[src/rtl/tanh_layer_sequencer16.sv]
// tanh_layer_sequencer16: streams N binary16 elements through one iterative tanh
// core, capturing each result (or qNaN on a watchdog expiry) into out_vec.
`default_nettype none

module tanh_layer_sequencer16 #(
  parameter int DATA_WIDTH = 16,
  parameter int N          = 4,
  parameter int TIMEOUT    = 15
) (
  input  logic                    clk,
  input  logic                    reset,
  input  logic                    start,
  input  logic [N*DATA_WIDTH-1:0] in_vec,
  output logic [DATA_WIDTH-1:0]   core_x,
  output logic                    core_init,
  input  logic [DATA_WIDTH-1:0]   core_out,
  input  logic                    core_finished,
  output logic [N*DATA_WIDTH-1:0] out_vec,
  output logic                    busy,
  output logic                    done,
  output logic                    timeout_err
);

  localparam int IW = (N > 1) ? $clog2(N) : 1;
  localparam int WW = $clog2(TIMEOUT + 1);

  localparam logic [1:0] S_IDLE = 2'd0;
  localparam logic [1:0] S_INIT = 2'd1;
  localparam logic [1:0] S_RUN  = 2'd2;
  localparam logic [1:0] S_DONE = 2'd3;

  localparam logic [IW-1:0]         LAST_IDX = IW'(N - 1);
  localparam logic [WW-1:0]         LAST_WD  = WW'(TIMEOUT - 1);
  localparam logic [DATA_WIDTH-1:0] QNAN     = DATA_WIDTH'(16'h7E00);

  logic [1:0]                       state_q, state_d;
  logic [IW-1:0]                    idx_q, idx_d;
  logic [WW-1:0]                    wd_q, wd_d;
  logic [N-1:0][DATA_WIDTH-1:0]     vec_q, vec_d;
  logic [N-1:0][DATA_WIDTH-1:0]     out_q, out_d;
  logic                             terr_q, terr_d;

  always_ff @(posedge clk or negedge reset) begin
    if (!reset) begin
      state_q <= S_IDLE;
      idx_q   <= '0;
      wd_q    <= '0;
      vec_q   <= '0;
      out_q   <= '0;
      terr_q  <= 1'b0;
    end else begin
      state_q <= state_d;
      idx_q   <= idx_d;
      wd_q    <= wd_d;
      vec_q   <= vec_d;
      out_q   <= out_d;
      terr_q  <= terr_d;
    end
  end

  always_comb begin
    state_d = state_q;
    idx_d   = idx_q;
    wd_d    = wd_q;
    vec_d   = vec_q;
    out_d   = out_q;
    terr_d  = terr_q;
    case (state_q)
      S_IDLE: begin
        if (start) begin
          vec_d   = in_vec;
          idx_d   = '0;
          wd_d    = '0;
          terr_d  = 1'b0;
          state_d = S_INIT;
        end
      end
      S_INIT: begin
        wd_d    = '0;
        state_d = S_RUN;
      end
      S_RUN: begin
        // A result arriving on the last watchdog cycle still wins over the timeout.
        if (core_finished || (wd_q == LAST_WD)) begin
          out_d[idx_q] = core_finished ? core_out : QNAN;
          if (!core_finished) terr_d = 1'b1;
          if (idx_q == LAST_IDX) begin
            state_d = S_DONE;
          end else begin
            idx_d   = idx_q + IW'(1);
            state_d = S_INIT;
          end
        end else begin
          wd_d = wd_q + WW'(1);
        end
      end
      S_DONE: state_d = S_IDLE;
      default: state_d = S_IDLE;
    endcase
  end

  assign core_x      = ((state_q == S_INIT) || (state_q == S_RUN)) ? vec_q[idx_q] : '0;
  assign core_init   = (state_q == S_INIT);
  assign busy        = (state_q != S_IDLE);
  assign done        = (state_q == S_DONE);
  assign out_vec     = out_q;
  assign timeout_err = terr_q;

endmodule

`default_nettype wire

[config.mk]
export PLATFORM = sky130hd
export DESIGN_NAME = tanh_layer_sequencer16
export DESIGN_NICKNAME = d
export VERILOG_FILES = /design/src/rtl/tanh_layer_sequencer16.sv
export SDC_FILE = /design/constraint.sdc
export NUM_CORES = 1
export LEC_CHECK = 0
export ABC_AREA = 1
export ABC_CLOCK_PERIOD_IN_PS = 3050
export CORE_AREA = 3 3 163 165
export CTS_CLUSTER_SIZE = 16
export DETAILED_ROUTE_END_ITERATION = 7
export DIE_AREA = 0 0 166 168
export PLACE_DENSITY = 0.52
export SETUP_SLACK_MARGIN = 0.15
export SYNTH_ARGS = -nofsm -noshare
export SYNTH_HDL_FRONTEND = slang
export SYNTH_SLANG_ARGS = --single-unit
[constraint.sdc]
create_clock -name clk -period 3.05 [get_ports clk]
set_input_delay 0.305 -clock clk [delete_from_list [all_inputs] [get_ports clk]]
set_output_delay 0.305 -clock clk [all_outputs]
set_load 0.1 [all_outputs]
# Yosys cells after proc, flatten, opt, wreduce, memory -nomap -nowiden
# Index checks and enable logic that the tools add are counted.
[classes] addsub=2 n_lt_le_gt_ge=2 eq_ne=10 muxes=22 n_reduce_logical=13
[ops] cell="bitwise mux 64 bit" count=1
[ops] cell="2-to-1 mux 16 bit" count=4
[ops] cell="binary-select mux 16 bit (select 2 bit)" count=1
[ops] cell="demux 16 bit (select 2 bit)" count=1
[ops] cell="2-to-1 mux 2 bit" count=6
[ops] cell="one-hot mux 4 bit (3 select lines)" count=1
[ops] cell="inequality test 2 bit, second input constant" count=5
[ops] cell="2-to-1 mux 4 bit" count=2
[ops] cell="one-hot mux 2 bit (4 select lines)" count=1
[ops] cell="AND reduction 4 bit" count=2
[ops] cell="equality test 2 bit, second input constant" count=3
[ops] cell="AND reduction 2 bit" count=3
[ops] cell="adder 4 x 1 -> 4 bit, second input constant" count=1
[ops] cell="equality test 4 bit, second input constant" count=1
[ops] cell="one-hot mux 2 bit (2 select lines)" count=1
[ops] cell="nonzero test 2 bit" count=2
[ops] cell="less-than comparator 2 x 3 -> 1 bit, second input constant" count=1
[ops] cell="2-to-1 mux 1 bit" count=3
[ops] cell="AND reduction 3 bit" count=1
[ops] cell="nonzero test 3 bit" count=1
[ops] cell="adder 2 x 1 -> 2 bit, second input constant" count=1
[ops] cell="equality test 2 x 1 -> 1 bit, second input constant" count=1
[ops] cell=">= comparator 2 x 1 -> 1 bit, second input constant" count=1
[ops] cell="logical NOT 2 bit" count=1
[ops] cell="3 further kinds" count=4
[totals] reg_bits=137 word_cells=61

# Depth between registers and ports, before layout
[logic_depth] ltp_word=5 mapped_depth=9 ltp_nobuf=8

# Least setup slack after synthesis
# OpenSTA, ideal clock, no wires.
[synth_timing] kind="register to output" from="register state_q[0]" to="output core_x[10]" arrival_ns=2.492 t_required_ns=2.745 setup_slack_ns=0.253 path_stages_with_launch=6 path_buffers=1 cell_sequence="dfrtp_1 > inv_1 > ha_1 > inv_1 > clkbuf_1 > a21oi_1"
[synth_via] elab_chain_len=3 word_cells_on_any_way=4
[synth_lines] element="from (decl)" line_no="36" rtl="logic [1:0] state_q, state_d;"
[synth_lines] element="from (signal assigned)" line_no="52" rtl="state_q <= state_d;"
[synth_lines] element="equality test 2 x 1 -> 1 bit or equality test 2 bit (tied branches)" line_no="102" rtl="assign core_x = ((state_q == S_INIT) || (state_q == S_RUN)) ? vec_q[idx_q] : '0;"
[synth_lines] element="logical OR 1 bit *" line_no="102"
[synth_lines] element="2-to-1 mux 16 bit *" line_no="102"
[synth_lines] element="to (decl)" line_no="14" rtl="output logic [DATA_WIDTH-1:0] core_x,"
# Mark *: on every way between the ends. The rest lies on a longest branch, timed or not.

# Worst setup path after layout
[layout_timing] from="register state_q[0]" to="output core_x[7]"
# Same word-level chain as after synthesis.

==> results.txt <==
----------------------------------------------------
[Outcome]
  Run status ... complete, no violations

[STA]
  Final worst clock skew ... between 10 and 15 ps
  Final total negative setup slack ... 0 ps
  Relative slew slack ... about a third
  Share of the clock period used by the worst path ... between 80 and 90%
  Slew at the pin closest to its max-slew limit ... 989 ps
  Smallest hold slack ... 390 ps
  Top achievable clock speed ... between 400 and 500 MHz
  Final number of max-transition violations ... 0
  Final Critical Period ... 2470 ps
  Number of failing setup endpoints in the final timing report ... 0
  RSZ-0062 raised after global routing ... false
  Endpoints failing hold ... 0

[Yosys]
  Synthesized netlist net count ... 670
  Adder-Cell Fraction of Synth Area ... 2.19%
  Multiplexer area fraction after synthesis ... 11.4%
  Number of enable-type register cells in the synthesized netlist ... 0
  XOR/XNOR share of the synthesized area ... 0.139%
  Cells taking the most area after synthesis ... sky130_fd_sc_hd__dfrtp_1 54%, sky130_fd_sc_hd__mux2_2 11%, sky130_fd_sc_hd__o21ai_2 8.6%
  Synth top area share ... a little over half
  Dominant combinational cell family by area after synthesis ... simple AND/OR/NAND/NOR gates
  Top cell type by total area after synthesis ... sky130_fd_sc_hd__dfrtp_1
  Number of register bits inferred by synthesis ... between 100 and 150
  Simple-gate share of the synthesized area ... 14.3%
  Cell Area, Synth ... 0.00630 mm^2
  Synth Flop Type ... sky130_fd_sc_hd__dfrtp_1
  FFs w/ async S/R, synth ... 100%
  Leading cell type by number of instances after synthesis ... sky130_fd_sc_hd__dfrtp_1
  Number of warning messages in the yosys log ... 0
  Sequential fraction of the synthesis area ... 54.4%
  Compound-cell area share of the yosys netlist ... 12.8%
  Synthesized area divided by synthesized cell count ... 11.0 um^2
  Count of cell types in the netlist ... 23
  Cells after Synth ... 575
  Post-synth top cells ... 137 x sky130_fd_sc_hd__dfrtp_1, 89 x sky130_fd_sc_hd__nand2_1, 77 x sky130_fd_sc_hd__nor2_1

[Clock network]
  Clock transition time at the flip-flop clock pins of the worst setup and hold paths ... ~70 ps
  Number of hold buffers added after cts ... 1
  Latest clock arrival within the worst-skew pair ... 430 ps
  Total CTS buffers ... 17
  Count of H-tree levels built during CTS ... 4
  Clock root buffer master ... sky130_fd_sc_hd__clkbuf_16
  Sinks on the clock net ... between 100 and 150
  TritonCTS clock tree ... yes
  Post-CTS Resized ... 0
  Setup bufs post-CTS ... 0
  Buffer depth of the longest clock path ... 2

[Route]
  Pre-antenna DRT Iters ... 6
  Count of nets left with antenna violations after detail routing ... 0
  Post-detailed-route DRC marker count ... 0
  Total number of vias ... 4660
  Vias per Instance ... 4.30
  Routed len/inst ... 16.1 um
  Post-detailed-routing wire length ... 17500 um
  1st-iter DRT viols ... 251

[Global route]
  Residual overflow from global routing ... 0
  Maximum number of pins on one net before global-route repair ... 89
  Aggregate global-route resource usage ... between 10% and 20%
  Number of antenna violations at the first check in global routing ... 2
  Via count of the first global-routing pass ... 4677
  Global-route wire length before repair ... 27600 um

[Critical path]
  Cell repeated most along the worst path ... sky130_fd_sc_hd__inv_1
  Type of origin of the critical path ... flip-flop
  Data arrival time of the critical path ... 2160 ps
  Reg-to-reg slack, setup ... 1070 ps
  R2R Path Start ... state_q[0]$_DFFE_PN0P_
  Top Family by Delay on Critical Path ... buffers and inverters
  Buffering stage count on the worst path with inverters included ... 3
  Critical path fanouts, max ... 16
  Master of the slowest instance on the critical path ... sky130_fd_sc_hd__inv_1
  Endpoint class of the critical path ... output port
  Endpoint of the lowest-slack register-to-register path ... out_vec[11]$_DFFE_PN0P_
  Chain of cells forming the critical path ... inv_1, ha_1, inv_1, a21oi_1, buf_12
  Max incr delay on CP ... 480 ps
  Required time of the critical path ... 2740 ps
  Crit. path cell count ... 5
  R2R depth ... 6
  Kind of critical path ... flip-flop to output port

[Placement]
  Last weighted congestion value of the routability-driven placer ... around 0.74
  I/O Buffers ... 167
  Total half-perimeter wirelength after legalization and detailed placement ... 12200 um

[Floorplan]
  Die Footprint ... ~0.028 mm^2
  Starting Density ... 25.0%
  Chip height ... 168 um
  Die outline width ... 166 um
  Core ar. ... about 0.025 mm^2
  IO Pins ... 168
  Site Rows ... 58

[Job]
  Count of maximum capacitance violations ... 0

[Layout]
  # fillers ... 2517
  Share of cells above drive strength 1 ... 33.4%
  Layout area overhead ... 41.3%
  Utilization of the core after routing ... 35.3%
  Net total in the final layout ... around 830

[Hold path]
  HP Class ... input pin to asynchronous set/reset pin

----------------------------------------------------
-- metrics by stage --
step	cells	area, um^2	setup WS (ps)
final	1083	8900	582
after global routing	1082	8900	406
after CTS	1082	8900	473
after detailed placement	1049	8290	886
after global placement	1049	8290	917
after floorplan	575	6300	253
-- registers in the layout, summed over array words and instances, names as in the netlist --
| register | cells |
|---|---|
| vec_q | 64 |
| idx_q | 2 |
| timeout_err | 1 |
| wd_q | 4 |
| out_vec | 64 |
| state_q | 2 |
-- cell usage in the layout, fill, tap and decap left out, drive strengths merged --
cell type and instances:
a21oi 17, buf 68, bufinv 2, clkbuf 20, clkdlybuf4s50 107, clkinv 3, clkinvlp 4, dfrtp 137
diode 1, dlygate4sd3 1, ha 11, inv 20, mux2 64, nand2 107, nand3 9, nand4 6
nor2 77, o21ai 98, xor2 1
-- final cells by class --
class | count | area (um^2) | area share [%]
multi-input cells | 390 | 2570 | 28.9
well taps | 330 | 413 | 4.64
diodes | 1 | 2.50 | 0.0281
clock buffers | 20 | 457 | 5.13
repair buffers | 176 | 1820 | 20.5
inverters | 17 | 65.1 | 0.731
flip-flops and latches | 137 | 3430 | 38.5
clock inverters | 12 | 139 | 1.56
-- worst max-delay path by stage --
stage	from	end	slack [ps]
floorplan	state_q[0]$_DFFE_PN0P_	core_x[10]	250
global placement	idx_q[0]$_DFFE_PN0P_	core_x[7]	920
detailed placement	core_finished	out_vec[26]$_DFFE_PN0P_	890
CTS	idx_q[0]$_DFFE_PN0P_	core_x[7]	470
global route	idx_q[0]$_DFFE_PN0P_	core_x[7]	410
finish	state_q[0]$_DFFE_PN0P_	core_x[7]	580
-- cell families after synthesis --
group	after synthesis
xor gates and xnor gates	1
DFF	137
and+or+nand+nor	199
buffers and inverters	48
AOI/OAI and AO/OA	115
adders and majority gates	11
muxes	64
-- metal layers --
layer	global-route usage, %	vias up	share of wire [%]
met4	3.04	4	0.77
met2	18.5	160	42
met5	0	-	0.13
met1	16.5	2219	46
met3	6.79	14	11
li1	-	2263	-
-- worst register-to-register path, cell delays in order (launching register included) --
cell and delay (ps):
sky130_fd_sc_hd__dfrtp_1 430, sky130_fd_sc_hd__inv_1 130, sky130_fd_sc_hd__ha_1 330, sky130_fd_sc_hd__buf_4 280, sky130_fd_sc_hd__nand3_4 380, sky130_fd_sc_hd__nand2_1 230
sky130_fd_sc_hd__o21ai_2 70
Power is not shown: default switching activity piles up to over one toggle a cycle in this logic, so the estimate is an artifact.
